<file path="config.mk">
export PLATFORM = sky130hd
export DESIGN_NAME = peak_event_extractor
export DESIGN_NICKNAME = d
export VERILOG_FILES = /design/src/rtl/peak_event_extractor.sv
export SDC_FILE = /design/constraint.sdc
export NUM_CORES = 1
export LEC_CHECK = 0
export BUFFER_PORTS_ARGS = -buffer_cell sky130_fd_sc_hd__buf_2
export CAP_MARGIN = 15
export CORE_ASPECT_RATIO = 0.6
export CORE_MARGIN = 2
export CORE_UTILIZATION = 61
export CTS_CLUSTER_DIAMETER = 50
export CTS_CLUSTER_SIZE = 8
export DETAILED_ROUTE_END_ITERATION = 8
export HOLD_SLACK_MARGIN = 0.03
export MAX_ROUTING_LAYER = met4
export PLACE_DENSITY = 0.8
export SKIP_CTS_REPAIR_TIMING = 1
export SYNTH_ARGS = -nofsm -noshare
export SYNTH_HDL_FRONTEND = slang
export SYNTH_SLANG_ARGS = --single-unit
</file>
<file path="constraint.sdc">
create_clock -name clk -period 4.52 [get_ports clk]
set_clock_uncertainty 0.15 [all_clocks]
set_input_delay 0.226 -clock clk [delete_from_list [all_inputs] [get_ports clk]]
set_output_delay 0.226 -clock clk [all_outputs]
set_load 0.03 [all_outputs]
</file>
<file path="src/rtl/peak_event_extractor.sv">
// Groups runs of detector-flagged samples into peak events (start, max, max index, width)
// and queues accepted events in a small first-word-fall-through FIFO with valid/ready output.
module peak_event_extractor #(
  parameter int DATA_WIDTH = 16,
  parameter int IDX_WIDTH  = 16,
  parameter int FIFO_DEPTH = 4
) (
  input  logic                  clk,
  input  logic                  rst,
  input  logic                  en,
  input  logic                  peak_in,
  input  logic [DATA_WIDTH-1:0] sample_in,
  input  logic [3:0]            merge_gap,
  input  logic [7:0]            min_width,
  output logic                  evt_valid,
  input  logic                  evt_ready,
  output logic [IDX_WIDTH-1:0]  evt_start_idx,
  output logic [IDX_WIDTH-1:0]  evt_peak_idx,
  output logic [DATA_WIDTH-1:0] evt_peak_value,
  output logic [7:0]            evt_width,
  output logic                  overflow,
  output logic [7:0]            drop_count
);

  localparam int PTR_W = $clog2(FIFO_DEPTH);

  typedef enum logic [1:0] {IDLE, IN_PEAK, GAP} state_t;

  typedef struct packed {
    logic [IDX_WIDTH-1:0]  start_idx;
    logic [IDX_WIDTH-1:0]  peak_idx;
    logic [DATA_WIDTH-1:0] peak_value;
    logic [7:0]            width;
  } event_t;

  state_t               state, state_nx;
  logic [IDX_WIDTH-1:0] idx;
  event_t               cur, cur_nx, upd;
  logic [3:0]           gap_cnt, gap_nx;
  logic                 close_evt;
  logic                 accept;
  logic [IDX_WIDTH-1:0] span;

  event_t               pend;
  logic                 pend_valid;

  event_t               mem [FIFO_DEPTH];
  logic [PTR_W:0]       wr_ptr, rd_ptr;
  logic                 full;
  logic                 do_push, do_pop, drop;
  event_t               head;

  // Current event extended by a flagged sample at idx; width saturates and stays saturated.
  assign span = idx - cur.start_idx;

  always_comb begin
    upd = cur;
    if (cur.width == 8'hFF || span >= IDX_WIDTH'(255)) upd.width = 8'hFF;
    else                                                upd.width = span[7:0] + 8'd1;
    if ($signed(sample_in) > $signed(cur.peak_value)) begin
      upd.peak_value = sample_in;
      upd.peak_idx   = idx;
    end
  end

  // NOTE: every signal driven here gets a default first, so no path can infer a latch.
  always_comb begin
    state_nx  = state;
    cur_nx    = cur;
    gap_nx    = gap_cnt;
    close_evt = 1'b0;
    if (en) begin
      unique case (state)
        IDLE: begin
          if (peak_in) begin
            cur_nx   = '{start_idx: idx, peak_idx: idx, peak_value: sample_in, width: 8'd1};
            state_nx = IN_PEAK;
          end
        end
        IN_PEAK: begin
          if (peak_in) begin
            cur_nx = upd;
          end else if (merge_gap == 4'd0) begin
            close_evt = 1'b1;
            state_nx  = IDLE;
          end else begin
            gap_nx   = 4'd1;
            state_nx = GAP;
          end
        end
        GAP: begin
          if (peak_in) begin
            cur_nx   = upd;
            state_nx = IN_PEAK;
          end else begin
            gap_nx = gap_cnt + 4'd1;
            if (gap_nx >= merge_gap) begin
              close_evt = 1'b1;
              state_nx  = IDLE;
            end
          end
        end
        default: state_nx = IDLE;
      endcase
    end
  end

  assign accept = close_evt && (cur.width >= min_width);

  // NOTE: sequential state is assigned with <= so all registers update from pre-edge values.
  always_ff @(posedge clk or negedge rst) begin
    if (!rst) begin
      state      <= IDLE;
      idx        <= '0;
      cur        <= '0;
      gap_cnt    <= '0;
      pend       <= '0;
      pend_valid <= 1'b0;
    end else begin
      state      <= state_nx;
      cur        <= cur_nx;
      gap_cnt    <= gap_nx;
      pend_valid <= accept;
      if (accept) pend <= cur;
      if (en)     idx  <= idx + 1'b1;
    end
  end

  assign full    = (wr_ptr[PTR_W] != rd_ptr[PTR_W]) && (wr_ptr[PTR_W-1:0] == rd_ptr[PTR_W-1:0]);
  assign do_pop  = evt_valid && evt_ready;
  assign do_push = pend_valid && (!full || do_pop);
  assign drop    = pend_valid && full && !do_pop;

  // NOTE: the storage array has no reset; outputs are masked by evt_valid, so stale entries never show.
  always_ff @(posedge clk) begin
    if (do_push) mem[wr_ptr[PTR_W-1:0]] <= pend;
  end

  always_ff @(posedge clk or negedge rst) begin
    if (!rst) begin
      wr_ptr     <= '0;
      rd_ptr     <= '0;
      overflow   <= 1'b0;
      drop_count <= '0;
    end else begin
      if (do_push) wr_ptr <= wr_ptr + 1'b1;
      if (do_pop)  rd_ptr <= rd_ptr + 1'b1;
      if (drop) begin
        overflow <= 1'b1;
        if (drop_count != 8'hFF) drop_count <= drop_count + 8'd1;
      end
    end
  end

  assign evt_valid      = (wr_ptr != rd_ptr);
  assign head           = mem[rd_ptr[PTR_W-1:0]];
  assign evt_start_idx  = evt_valid ? head.start_idx  : '0;
  assign evt_peak_idx   = evt_valid ? head.peak_idx   : '0;
  assign evt_peak_value = evt_valid ? head.peak_value : '0;
  assign evt_width      = evt_valid ? head.width      : '0;

endmodule

</file>
==> flow_metrics.tcl, run 1 <==
set metrics [dict create \
    worst_setup_path_end_kind "output port" \
    grt_pass1_wl_um 52800 \
    synth_edf_count 224 \
    dieArea_um2 27900 \
    timing.slew.headroom_pct 39.1 \
    synthesis.area_per_instance_um2 15.2 \
    seq_area_frac_synth_pct 64.8 \
    syn_inst 1064 \
    start_util_pct 61.6 \
    synth_area_leaders "edfxtp_1 (42%), dfrtp_1 (23%), mux4_2 (7.8%)" \
    viasPerCell 5.83 \
    leakage_nw 7.71 \
    synth_flop_cell "edfxtp_1" \
    fin_tns_setup_ns 0 \
    drtIter0Drc 814 \
    required_ns 4.14 \
    total_power_mw 12.1 \
    postRouteAntennaNets 0 \
    cp-start-kind "flop" \
    clk_path_buf_depth 3 \
    power_density_nw_per_um2 645 \
    holdCritPathClass "in -> reg" \
    core_um2 26200 \
    die_h_um 130 \
    die-width_um 214 \
    synthMuxAreaShare_pct 13.2 \
    crit_type "reg -> out" \
    setup_viol 0 \
    finish.net_count 1300 \
    slowest_stage "buf_4" \
    synth_top_family_by_area "multiplexers" \
    synth-xor-area-share_pct 2.65 \
    cts_sinks 374 \
    drc_errors 0 \
    cts-root-buf "clkbuf_16" \
    dpl_cell_area_um2 17100 \
    synth_area_um2 16200 \
    synth_fp_nets 1154 \
    hold_path_end "gap_cnt[2]" \
    crit_chain "buf_4, buf_4, mux4_2, nor2b_1, buf_2" \
    drive_gt1_share_pct 25.7 \
    finalHoldViolCount 0 \
    cp_common_cell "buf_4" \
    ys_warn_count 0 \
    reg2regPathDepth 9 \
    status "finished, final reports clean" \
    crit_family "buffers and inverters" \
    cpPeakStageDelay_ns 0.65 \
    ios 99 \
    grt_max_degree 83 \
    grt_usage_pct 25.7 \
    antenna_found_initial 0 \
    ys_ff_latch 374 \
    cp.arrival_ns 3.10 \
    yosysMostFrequentCell "edfxtp_1" \
    synthSimpleGateAreaFrac_pct 7.16 \
    num_rows 46 \
    cts_tree "yes" \
    grt_pass1_vias 9365 \
    yosys-top-cells-count "edfxtp_1 (224), dfrtp_1 (150), mux2_2 (76)" \
    gp_congestion 0.884 \
    vias 9380 \
    synth_cell_types 58 \
    insertion_delay_ns 0.56 \
    cts_made_buffers 52 \
    port_buffers 98 \
    stdcell_area_um2 18800 \
    wl_um 33900 \
    period_share_pct 76.9 \
    postLayoutCoreUtil_pct 71.7 \
    hold_depth 5 \
    cts_max_level 2 \
    crit_fanout 31 \
    dp.final_hpwl_um 20300 \
    maxCapViolations 0 \
    path_buf_inv 3 \
    rrSetupSlack_ns 1.16 \
    startpoint "rd_ptr[0]" \
    synthArstFlopShare_pct 40.1 \
    synth_top_area_share_pct 41.6 \
    gr-total-overflow 0 \
    area_growth_pct 16.4 \
    slew_violations 0 \
    regToRegEndpoint "cur[0]" \
    synth_top_cell_by_area "edfxtp_1" \
    cts.clk_slew.worst_paths_ns 0.05 \
    fin_crit_ns 3.47 \
    routedWlPerCell_um 21.0 \
    n_antenna_cell 0 \
    finalHoldWorstSlack_ns 0.0381 \
    dr.pass1.iters 5 \
    synth_fa_ha_area_share_pct 4.46 \
    clock.fmax_ghz 0.288 \
    rsz0062_at_grt "false" \
    max-vdd-ir-drop_v 0.000355 \
    r2r_start "state[0]" \
    tightest_slew_ns 0.913 \
    min_from "merge_gap[2]" \
    synth_compound_area_share_pct 5.20 \
]
cells in the final DEF, fill, tap and decap left out, types with 15 or more instances in the layout:
cell           count
inv_1             59
ha_1              56
nor2_1            17
buf_4             15
clkbuf_16         52
dfrtp_1          148
mux4_2            56
edfxtp_1         224
o21ai_0           48
nand2_1           50
o31ai_1           17
a21oi_1           35
buf_2             97
xnor2_1           35
dlygate4sd3_1     20
nand2b_1          23
clkbuf_1          39
nor2b_1           64
mux2_2            76
nand4_1           15
layer usage:
metal / vias up / wire (um) / GRT usage (%)
li1: 4239 / - / -
met1: 4822 / 15600 / 37.1
met2: 275 / 15700 / 38.6
met3: 44 / 2040 / 4.66
met4: 0 / 499 / 6.58
met5: - / 0 / -
report_power, final:
group | switching [mW] | internal [mW] | leakage (nW)
logic | 2.55 | 1.73 | 2.86
clock network | 1.39 | 2.16 | 0.705
registers | 0.342 | 3.98 | 4.14
cell type report:
cell class / instances / area, um2
flip-flops and latches: 374 / 10500
fillers: 1723 / 7420
multi-input cells: 589 / 5360
clock buffers: 92 / 1460
repair buffers: 134 / 830
well taps: 360 / 450
inverters: 59 / 221
clock inverters: 2 / 25.0
state kept, by name, summed over array words and instances (netlist names):
register	count
cur	56
rd_ptr	3
pend	56
wr_ptr	3
mem	224
overflow	1
idx	16
drop_count	8
gap_cnt	4
pend_valid	1
state	2
logic make-up after synthesis:
| group | Yosys count |
|---|---|
| buffers and inverters | 101 |
| multiplexers | 134 |
| adder cells (fa/ha/maj) | 57 |
| AND/OR/NAND/NOR | 213 |
| XOR/XNOR | 49 |
| flip-flops | 374 |
| AO/OA/AOI/OAI | 136 |
through the flow:
step	cells	setup slack, ns
floorplan	1064	0.458
global placement	1496	1.31
detailed placement	1496	1.22
CTS	1590	0.923
global route	1610	0.821
finish	1610	1.05
worst register-to-register path, cell delays in order (launching register included):
cell       delay [ns]
dfrtp_1          0.37
inv_1            0.08
ha_1             0.70
and3_1           0.44
o21ai_0          0.14
or4_1            0.50
nor2_1           0.15
o2111ai_2        0.14
nor4_4           0.41
a22oi_2          0.15
worst max path at each step:
stage | endpoint | slack (ns) | cells after the start
5_1_grt | evt_width[0] | 0.82 | 5
3_3_place_gp | cur[0] | 1.31 | 9
6_report | evt_width[3] | 1.05 | 5
3_5_place_dp | cur[2] | 1.22 | 9
2_1_floorplan | mem[3][0] | 0.46 | 7
4_1_cts | evt_width[3] | 0.92 | 5
(Power assumes the default switching activity.)
==> run 2: changes to the inputs <==
clock period = 3.31 ns   (was 4.52 ns; I/O delays follow)
==> run 2 against run 1 <==
- register-to-register slack got worse by 0.98 ns
- non-clock buffer count rose by 24
- critical endpoint is now cur[0]
- largest power group is now combinational cells
- cell area up 1.8%
==> flow_metrics.tcl, run 2 (same netlist as run 1, synthesis figures left out) <==
set metrics [dict create \
    status "finished, final reports clean" \
    power_frac_seq_pct 34.6 \
    pwr-share-clk_pct 29.2 \
    required_ns 3.58 \
    die_h_um 130 \
    cts-root-buf "clkbuf_16" \
    drc_errors 0 \
    cts_made_buffers 52 \
    final_cells 1635 \
    dp.final_hpwl_um 20900 \
    clock.fmax_ghz 0.320 \
    vias 9520 \
    gr-total-overflow 0 \
    cts_tree "yes" \
    tightest_slew_ns 0.941 \
    cts_sinks 374 \
    pwr-share-comb_pct 36.2 \
    cts_max_level 2 \
    crit_fanout 5 \
    core_um2 26200 \
    finalWorstSetupSlack_ns 0.184 \
    final_common_cell "edfxtp_1" \
    gp_congestion 0.913 \
    grt_pass1_vias 9408 \
    port_buffers 98 \
    total_power_mw 16.9 \
    finalHoldWorstSlack_ns 0.00307 \
    finish.net_count 1324 \
    largest_reg_flops 224 \
    num_rows 46 \
    timing.slew.headroom_pct 37.2 \
    grt_usage_pct 26.0 \
    cp-start-kind "flop" \
    period_share_pct 94.4 \
    start_util_pct 61.6 \
    worst_setup_path_end_kind "flop" \
    die-width_um 214 \
    dp_slack_ns 0.227 \
    crit_family "compound AO/OA/AOI/OAI gates" \
    leakage_nw 7.89 \
    postLayoutCoreUtil_pct 73.0 \
    cts.clk_slew.worst_paths_ns 0.05 \
    switching_share_pct 35.4 \
    postRouteAntennaNets 0 \
    p_int_mw 10.9 \
    setup_viol 0 \
    place_inst 1514 \
    power_density_nw_per_um2 882 \
    routedWlPerCell_um 21.2 \
    path_buf_inv 3 \
    area_growth_pct 18.5 \
    insertion_delay_ns 0.57 \
    antenna_found_initial 0 \
    fin_crit_ns 3.13 \
    crit_type "reg -> reg" \
    cp.arrival_ns 3.40 \
    viasPerCell 5.82 \
    crit_chain "inv_1, ha_1, inv_1, fa_1, a21oi_1, o21ai_1, a221oi_2, nor4b_2, a31o_2, o2111ai_2, nor4_4, buf_4, a22oi_2" \
    clk_path_buf_depth 3 \
    ios 99 \
    cp_common_cell "inv_1" \
    max-vdd-ir-drop_v 0.000409 \
    slew_violations 0 \
    grt_max_degree 81 \
    dr.pass1.iters 5 \
    dieArea_um2 27900 \
    grt_pass1_wl_um 53500 \
    rsz0062_at_grt "false" \
    slowest_stage "fa_1" \
    holdCritPathClass "in -> reg" \
    layout_common_cells "edfxtp_1 (224), dfrtp_1 (148), buf_2 (97)" \
    drtIter0Drc 896 \
    maxCapViolations 0 \
    finalHoldViolCount 0 \
    n_antenna_cell 0 \
    switching_power_mw 5.97 \
    drive_gt1_share_pct 27.1 \
    wl_um 34700 \
    cpPeakStageDelay_ns 0.41 \
]
[run 2: cell count changes in the layout (fill, tap and decap cells not counted), sizes merged]
cell / change
clkinv: -1
clkbuf: +1
inv: +1
dlygate4sd3: +2
buf: +22
[run 2: power by group through the flow]
stage	registers [mW]	clock network [mW]	logic [mW]
2_1_floorplan	5.77	0	4.45
3_3_place_gp	5.88	0	5.83
3_5_place_dp	5.90	0	5.93
4_1_cts	5.84	5.01	6.02
5_1_grt	5.89	5.22	6.64
6_report	5.84	4.94	6.11
[run 2: final timing paths]
path / from / end / slack, ns / cells past startpoint
max: idx[0] / cur[0] / 0.18 / 13
min in group asynchronous: rst / drop_count[5] / 0.03 / 3
max reg2reg: idx[0] / cur[0] / 0.18 / 13
min: merge_gap[2] / gap_cnt[2] / 0.003 / 5
min reg2reg: drop_count[7] / drop_count[7] / 0.34 / 1
max in group asynchronous: rst / cur[45] / 2.54 / 3
[run 2: worst reg2reg max path, cell delays in order, from the launching register on]
cell and delay [ns]:
dfrtp_1 0.38, inv_1 0.09, ha_1 0.17, inv_1 0.05
fa_1 0.41, a21oi_1 0.18, o21ai_1 0.12, a221oi_2 0.31
nor4b_2 0.27, a31o_2 0.16, o2111ai_2 0.14, nor4_4 0.29
buf_4 0.18, a22oi_2 0.07
[run 2: cell type report]
| class | instances | area [um2] |
|---|---|---|
| Clock buffer | 93 | 1490 |
| Clock inverter | 2 | 40.0 |
| Fill cell | 1653 | 7080 |
| Inverter | 59 | 221 |
| Multi-Input combinational cell | 589 | 5360 |
| Sequential cell | 374 | 10500 |
| Tap cell | 360 | 450 |
| Timing Repair Buffer | 158 | 1120 |
[run 2: routing by layer]
layer  up-vias  share of wire (%)  GRT usage (%)
met5         -                  0              -
met4         0                1.3           6.13
met3        52                7.2           6.36
met2       321                 45           37.8
met1      4849                 46           37.7
li1       4298                  -              -
[run 2: through the flow]
step | area, um2 | setup TNS [ns]
after floorplan | 16200 | -118.74
after global placement | 17400 | 0
after global routing | 19200 | 0
after CTS | 18900 | -4.64
after detailed placement | 17400 | 0
final | 19200 | 0
